**src/rtl/dmem_stage.sv**
```systemverilog
// RV32I memory-access stage: one request/acknowledge data-bus transaction per load/store,
// load lane selection with sign/zero extension, and one-cycle pass-through for everything else.
`timescale 1ns/1ps
module dmem_stage #(
  parameter int ACK_TIMEOUT = 255
) (
  input  logic        clk,
  input  logic        clr,
  input  logic        pen_p_1,
  input  logic [31:0] alu_p_1,
  input  logic [31:0] rd2_p_1,
  input  logic [4:0]  rad_p_1,
  input  logic        rad_zero_p_1,
  input  logic [31:0] instr_p_1,
  output logic        stall,
  output logic        dmem_req,
  output logic        dmem_we,
  output logic [31:0] dmem_addr,
  output logic [3:0]  dmem_be,
  output logic [31:0] dmem_wdata,
  input  logic        dmem_ack,
  input  logic [31:0] dmem_rdata,
  output logic        pen,
  output logic [4:0]  rad,
  output logic        rad_zero,
  output logic [31:0] rdd,
  output logic        wr_en,
  output logic        misalign,
  output logic        bus_err
);

  localparam logic [6:0] OP_LOAD   = 7'b0000011;
  localparam logic [6:0] OP_STORE  = 7'b0100011;
  localparam logic [6:0] OP_BRANCH = 7'b1100011;

  typedef enum logic {S_IDLE, S_BUS} state_t;

  state_t      r_state;
  logic [9:0]  r_cnt;
  logic        r_req;
  logic        r_we;
  logic [31:0] r_addr;
  logic [3:0]  r_be;
  logic [31:0] r_wdata;
  logic [2:0]  r_ld_f3;
  logic [1:0]  r_ld_lo;
  logic        r_pen;
  logic [4:0]  r_rad;
  logic        r_rad_zero;
  logic [31:0] r_rdd;
  logic        r_wr_en;
  logic        r_misalign;
  logic        r_bus_err;

  logic [6:0]  w_opcode;
  logic [2:0]  w_f3;
  logic        w_is_load;
  logic        w_is_store;
  logic        w_memop;
  logic        w_bad_f3;
  logic        w_misal;
  logic        w_fault;
  logic        w_memop_valid;
  logic        w_timeout;
  logic [3:0]  w_be;
  logic [31:0] w_wdata;
  logic [31:0] w_lane;
  logic [31:0] w_load_data;
  logic        w_unused;

  assign w_opcode   = instr_p_1[6:0];
  assign w_f3       = instr_p_1[14:12];
  assign w_is_load  = (w_opcode == OP_LOAD);
  assign w_is_store = (w_opcode == OP_STORE);
  assign w_memop    = pen_p_1 & (w_is_load | w_is_store);
  assign w_unused   = &{1'b0, instr_p_1[31:15], instr_p_1[11:7]};

  // Size comes from funct3[1:0]: 00 byte, 01 half, 10 word; illegal codes fault regardless.
  assign w_bad_f3 = w_is_load ? ((w_f3 == 3'd3) | (w_f3 == 3'd6) | (w_f3 == 3'd7))
                              : (w_f3[2] | (w_f3 == 3'd3));
  assign w_misal  = ((w_f3[1:0] == 2'b01) & alu_p_1[0]) |
                    ((w_f3[1:0] == 2'b10) & (alu_p_1[1:0] != 2'b00));
  assign w_fault       = w_memop & (w_bad_f3 | w_misal);
  assign w_memop_valid = w_memop & ~w_fault;

  assign w_timeout = (r_state == S_BUS) && (r_cnt == 10'(ACK_TIMEOUT - 1));
  assign stall     = w_memop_valid & ~((r_state == S_BUS) & (dmem_ack | w_timeout));

  always_comb begin
    w_be    = 4'b1111;
    w_wdata = rd2_p_1;
    case (w_f3[1:0])
      2'b00: begin
        w_be    = 4'b0001 << alu_p_1[1:0];
        w_wdata = {4{rd2_p_1[7:0]}};
      end
      2'b01: begin
        w_be    = 4'b0011 << alu_p_1[1:0];
        w_wdata = {2{rd2_p_1[15:0]}};
      end
      default: begin
        w_be    = 4'b1111;
        w_wdata = rd2_p_1;
      end
    endcase
  end

  always_comb begin
    w_lane      = dmem_rdata >> {r_ld_lo, 3'b000};
    w_load_data = w_lane;
    case (r_ld_f3)
      3'd0:    w_load_data = {{24{w_lane[7]}}, w_lane[7:0]};
      3'd1:    w_load_data = {{16{w_lane[15]}}, w_lane[15:0]};
      3'd4:    w_load_data = {24'd0, w_lane[7:0]};
      3'd5:    w_load_data = {16'd0, w_lane[15:0]};
      default: w_load_data = w_lane;
    endcase
  end

  always_ff @(posedge clk) begin
    if (clr) begin
      r_state    <= S_IDLE;
      r_cnt      <= '0;
      r_req      <= 1'b0;
      r_we       <= 1'b0;
      r_addr     <= '0;
      r_be       <= '0;
      r_wdata    <= '0;
      r_ld_f3    <= '0;
      r_ld_lo    <= '0;
      r_pen      <= 1'b0;
      r_rad      <= '0;
      r_rad_zero <= 1'b0;
      r_rdd      <= '0;
      r_wr_en    <= 1'b0;
      r_misalign <= 1'b0;
      r_bus_err  <= 1'b0;
    end else begin
      r_pen      <= 1'b0;
      r_wr_en    <= 1'b0;
      r_misalign <= 1'b0;
      r_bus_err  <= 1'b0;
      case (r_state)
        S_IDLE: begin
          if (w_memop_valid) begin
            r_state <= S_BUS;
            r_cnt   <= '0;
            r_req   <= 1'b1;
            r_we    <= w_is_store;
            r_addr  <= {alu_p_1[31:2], 2'b00};
            r_be    <= w_be;
            r_wdata <= w_wdata;
            r_ld_f3 <= w_f3;
            r_ld_lo <= alu_p_1[1:0];
          end else if (pen_p_1) begin
            r_pen      <= 1'b1;
            r_rad      <= rad_p_1;
            r_rad_zero <= rad_zero_p_1;
            if (w_fault) begin
              r_rdd      <= '0;
              r_misalign <= 1'b1;
            end else begin
              r_rdd   <= alu_p_1;
              r_wr_en <= ~rad_zero_p_1 & (w_opcode != OP_BRANCH);
            end
          end
        end
        S_BUS: begin
          // Ack wins over a timeout landing in the same cycle.
          if (dmem_ack) begin
            r_state    <= S_IDLE;
            r_req      <= 1'b0;
            r_pen      <= 1'b1;
            r_rad      <= rad_p_1;
            r_rad_zero <= rad_zero_p_1;
            if (r_we) begin
              r_rdd <= '0;
            end else begin
              r_rdd   <= w_load_data;
              r_wr_en <= ~rad_zero_p_1;
            end
          end else if (w_timeout) begin
            r_state    <= S_IDLE;
            r_req      <= 1'b0;
            r_pen      <= 1'b1;
            r_rad      <= rad_p_1;
            r_rad_zero <= rad_zero_p_1;
            r_rdd      <= '0;
            r_bus_err  <= 1'b1;
          end else begin
            r_cnt <= r_cnt + 10'd1;
          end
        end
        default: r_state <= S_IDLE;
      endcase
    end
  end

  assign dmem_req   = r_req;
  assign dmem_we    = r_we;
  assign dmem_addr  = r_addr;
  assign dmem_be    = r_be;
  assign dmem_wdata = r_wdata;
  assign pen        = r_pen;
  assign rad        = r_rad;
  assign rad_zero   = r_rad_zero;
  assign rdd        = r_rdd;
  assign wr_en      = r_wr_en;
  assign misalign   = r_misalign;
  assign bus_err    = r_bus_err;

endmodule
```
**config.mk**
```make
export PLATFORM = sky130hd
export DESIGN_NAME = dmem_stage
export DESIGN_NICKNAME = d
export VERILOG_FILES = /design/src/rtl/dmem_stage.sv
export SDC_FILE = /design/constraint.sdc
export NUM_CORES = 1
export LEC_CHECK = 0
export CORE_MARGIN = 2
export CORE_UTILIZATION = 45
export DETAILED_ROUTE_END_ITERATION = 6
export GPL_ROUTABILITY_DRIVEN = 0
export GPL_TIMING_DRIVEN = 1
export PLACE_DENSITY = 0.83
export SKIP_LAST_GASP = 1
export SYNTH_ARGS = -nofsm -noshare
export SYNTH_HDL_FRONTEND = slang
export SYNTH_SLANG_ARGS = --single-unit
```
**constraint.sdc**
```tcl
create_clock -name clk -period 5.1 [get_ports clk]
set_input_delay 0.51 -clock clk [delete_from_list [all_inputs] [get_ports clk]]
set_output_delay 0.51 -clock clk [all_outputs]
set_load 0.005 [all_outputs]
```
==> impl_results.md <==
* Outcome: completed
* TritonCTS clock tree: done
* Achievable frequency at 0.283 GHz
* Die Y at 122 um
* Syn Area/Cell at 8.56 um2
* Worst Hold Class: flip-flop to flip-flop
* Setup violators final at 0
* CTS root buf: clkbuf_16
* Hold buffer count at cts at 0
* Pre-CTS WS at 1.46 ns
* Drt via density at 5.94
* Cts repair resizes at 0
* Routed via count at 6602
* Area Overhead vs Synth at 45.8%
* Die W at 122 um
* Final Hold Vio Count at 0
* Fraction of layout cells with a size suffix above 1 at 0.0838
* Relative slew slack at 0.225
* Tcrit/Tclk final at 0.692
* Initial antenna violation count at 0
* Critical Path Sink Type: primary output
* Reg clk slew, reported paths at 0.06 ns
* Final Worst Setup Slack at 1.57 ns
* Post CTS Setup Buffer Count at 0
* H-tree levels at 4
* First-pass GRT wire length at 31.9 mm
* Pwr Density at 289 mW/mm2
* Smallest hold slack at 0.449 ns
* Unrepaired setup endpoints after global routing: false
* Pre-Repair DR Iteration Count at 6
* Sink Count at 126
* Post-DP HPWL at 14.6 mm
* Final-stage net count at 1058
* Pwr Total at 2660 uW
* CTS max path bufs at 2
* Leak Pwr at 0.00305 uW
* Core Region at 0.0138 mm2
* Synthesized instance count at 735
* Top post-synthesis cells by area: dfxtp_1 (40%), nand2_1 (7.9%), mux2i_1 (6.0%)
* Startpoint types: input pin
* Number of cell rows at 43
* Synth Flop Type: dfxtp_1
* Share of the synthesized area in the top cell type at 0.401
* Overflow after GRT at 0
* Multi-input logic area at 0.00340 mm2
* CP arrival at 3.02 ns
* Max-slew violation total from the final report at 0
* Critical Path RT at 4.59 ns
* Synthesized area at 0.00629 mm2
* Antenna-violating nets left at 0
* Slew @ Worst Pin at 1.16 ns
* Antenna fix cells at 0
* Yosys Warn Count at 0
* Final worst path period need at 3.53 ns
* Yosys cell types at 57
* PortBufs at 226
* # DRC at 0
* Number of fill cells at 1148
* Post-synthesis register bit count at 126
* Skew final at 0.00907 ns
* Largest net degree at the start of global routing at 47
* Clk_lat worst skew at 0.42 ns
* Ys async rst share at 0
* Setup Total Neg Slack at 0 ns
* Cell taking the most area after synthesis: dfxtp_1
* Synth cell count leaders: nand2_1 (132), dfxtp_1 (126), a21oi_1 (63)
* VDD IR-drop max at 0.188 mV
* Count leader, synth: nand2_1
* CTS Buf Count at 17
* Io pins at 251
* Die area at 0.0149 mm2
* Kind of critical path: input pin to primary output
* Sequential share of the synthesized area at 0.401
* DRT iter0 DRCs at 718
* Largest fanout on the critical path at 35
* Non-Filler Cell Area, Final at 0.00918 mm2
* Vias in the first global route at 6011
* Post-synth EDFFs at 0
* DP Area at 0.00854 mm2
* Reg area at 0.00252 mm2
* Tot GR Track Use at 0.274
* Initial Utilization at 0.457
* WL final at 21.0 mm
* Routed len/inst at 18.9 um
* Max-cap viol count at 0
==> worst max-delay path, cell delays in order <==
cell and delay (ns):
clkdlybuf4s50_1 0.41, buf_4 0.21, or4_4 0.59, nand2_1 0.09, buf_4 0.33, nor3b_1 0.30
clkdlybuf4s50_1 0.55
==> layout make-up <==
type | count | share of cell area
sequential | 126 | 0.275
tap | 180 | 0.0245
timing repair buffer | 240 | 0.257
multi-input combinational | 527 | 0.371
clock inverter | 13 | 0.0205
clock buffer | 19 | 0.0494
inverter | 6 | 0.00245
==> cells by family after synthesis <==
| logic type | after synthesis | share of synthesized area |
|---|---|---|
| buffers and inverters | 83 | 0.0610 |
| muxes | 56 | 0.0962 |
| and+or+nand+nor | 235 | 0.176 |
| AOI/OAI and AO/OA | 232 | 0.262 |
| other | 1 | 0.000596 |
| DFF | 126 | 0.401 |
| adders and majority gates | 2 | 0.00398 |
==> through the flow <==
step,cells,util
after floorplan,736,-
after global placement,1079,0.620
after detailed placement,1079,0.620
after CTS,1111,0.666
after global routing,1111,0.666
final,1111,0.666
==> flip-flops by register name, indices dropped and copies added (netlist names), 2 cells and up <==
signal,cells
r_ld_lo,2
dmem_wdata,32
rad,5
dmem_be,4
dmem_addr,30
rdd,32
r_ld_f3,3
r_cnt,10
==> metal layers <==
layer  up-vias  part of all wire  global-route usage
li1       3103                 -                   -
met1      3121              0.40               0.347
met2       330              0.47               0.435
met3        48              0.11              0.0957
met4         0             0.027              0.0955
met5         -                 0                   0
==> where the power goes <==
group,internal (uW),leakage (uW),switching [uW]
Clock,845,0.000306,465
Sequential,1010,0.00103,15.1
Combinational,178,0.00172,142
Total,2030,0.00305,622
==> cell usage in the layout, fill, tap and decap left out, drive strengths merged, types with 18 or more instances in the layout <==
| master | count |
|---|---|
| clkbuf | 19 |
| nor2 | 28 |
| o41ai | 32 |
| dfxtp | 126 |
| o21ai | 23 |
| mux2i | 38 |
| o211ai | 34 |
| a211oi | 18 |
| clkdlybuf4s50 | 225 |
| a21oi | 63 |
| nand2 | 132 |
==> worst paths after layout <==
check,start,end,slack [ns],cells after the start
worst min register to register,dmem_wdata[31],dmem_wdata[31],0.45,2
worst min-delay path,dmem_wdata[31],dmem_wdata[31],0.45,2
worst max-delay path,instr_p_1[12],stall,1.57,7
worst max register to register,r_state,rdd[25],2.17,5
No activity file was read; power rests on OpenSTA's default activity.
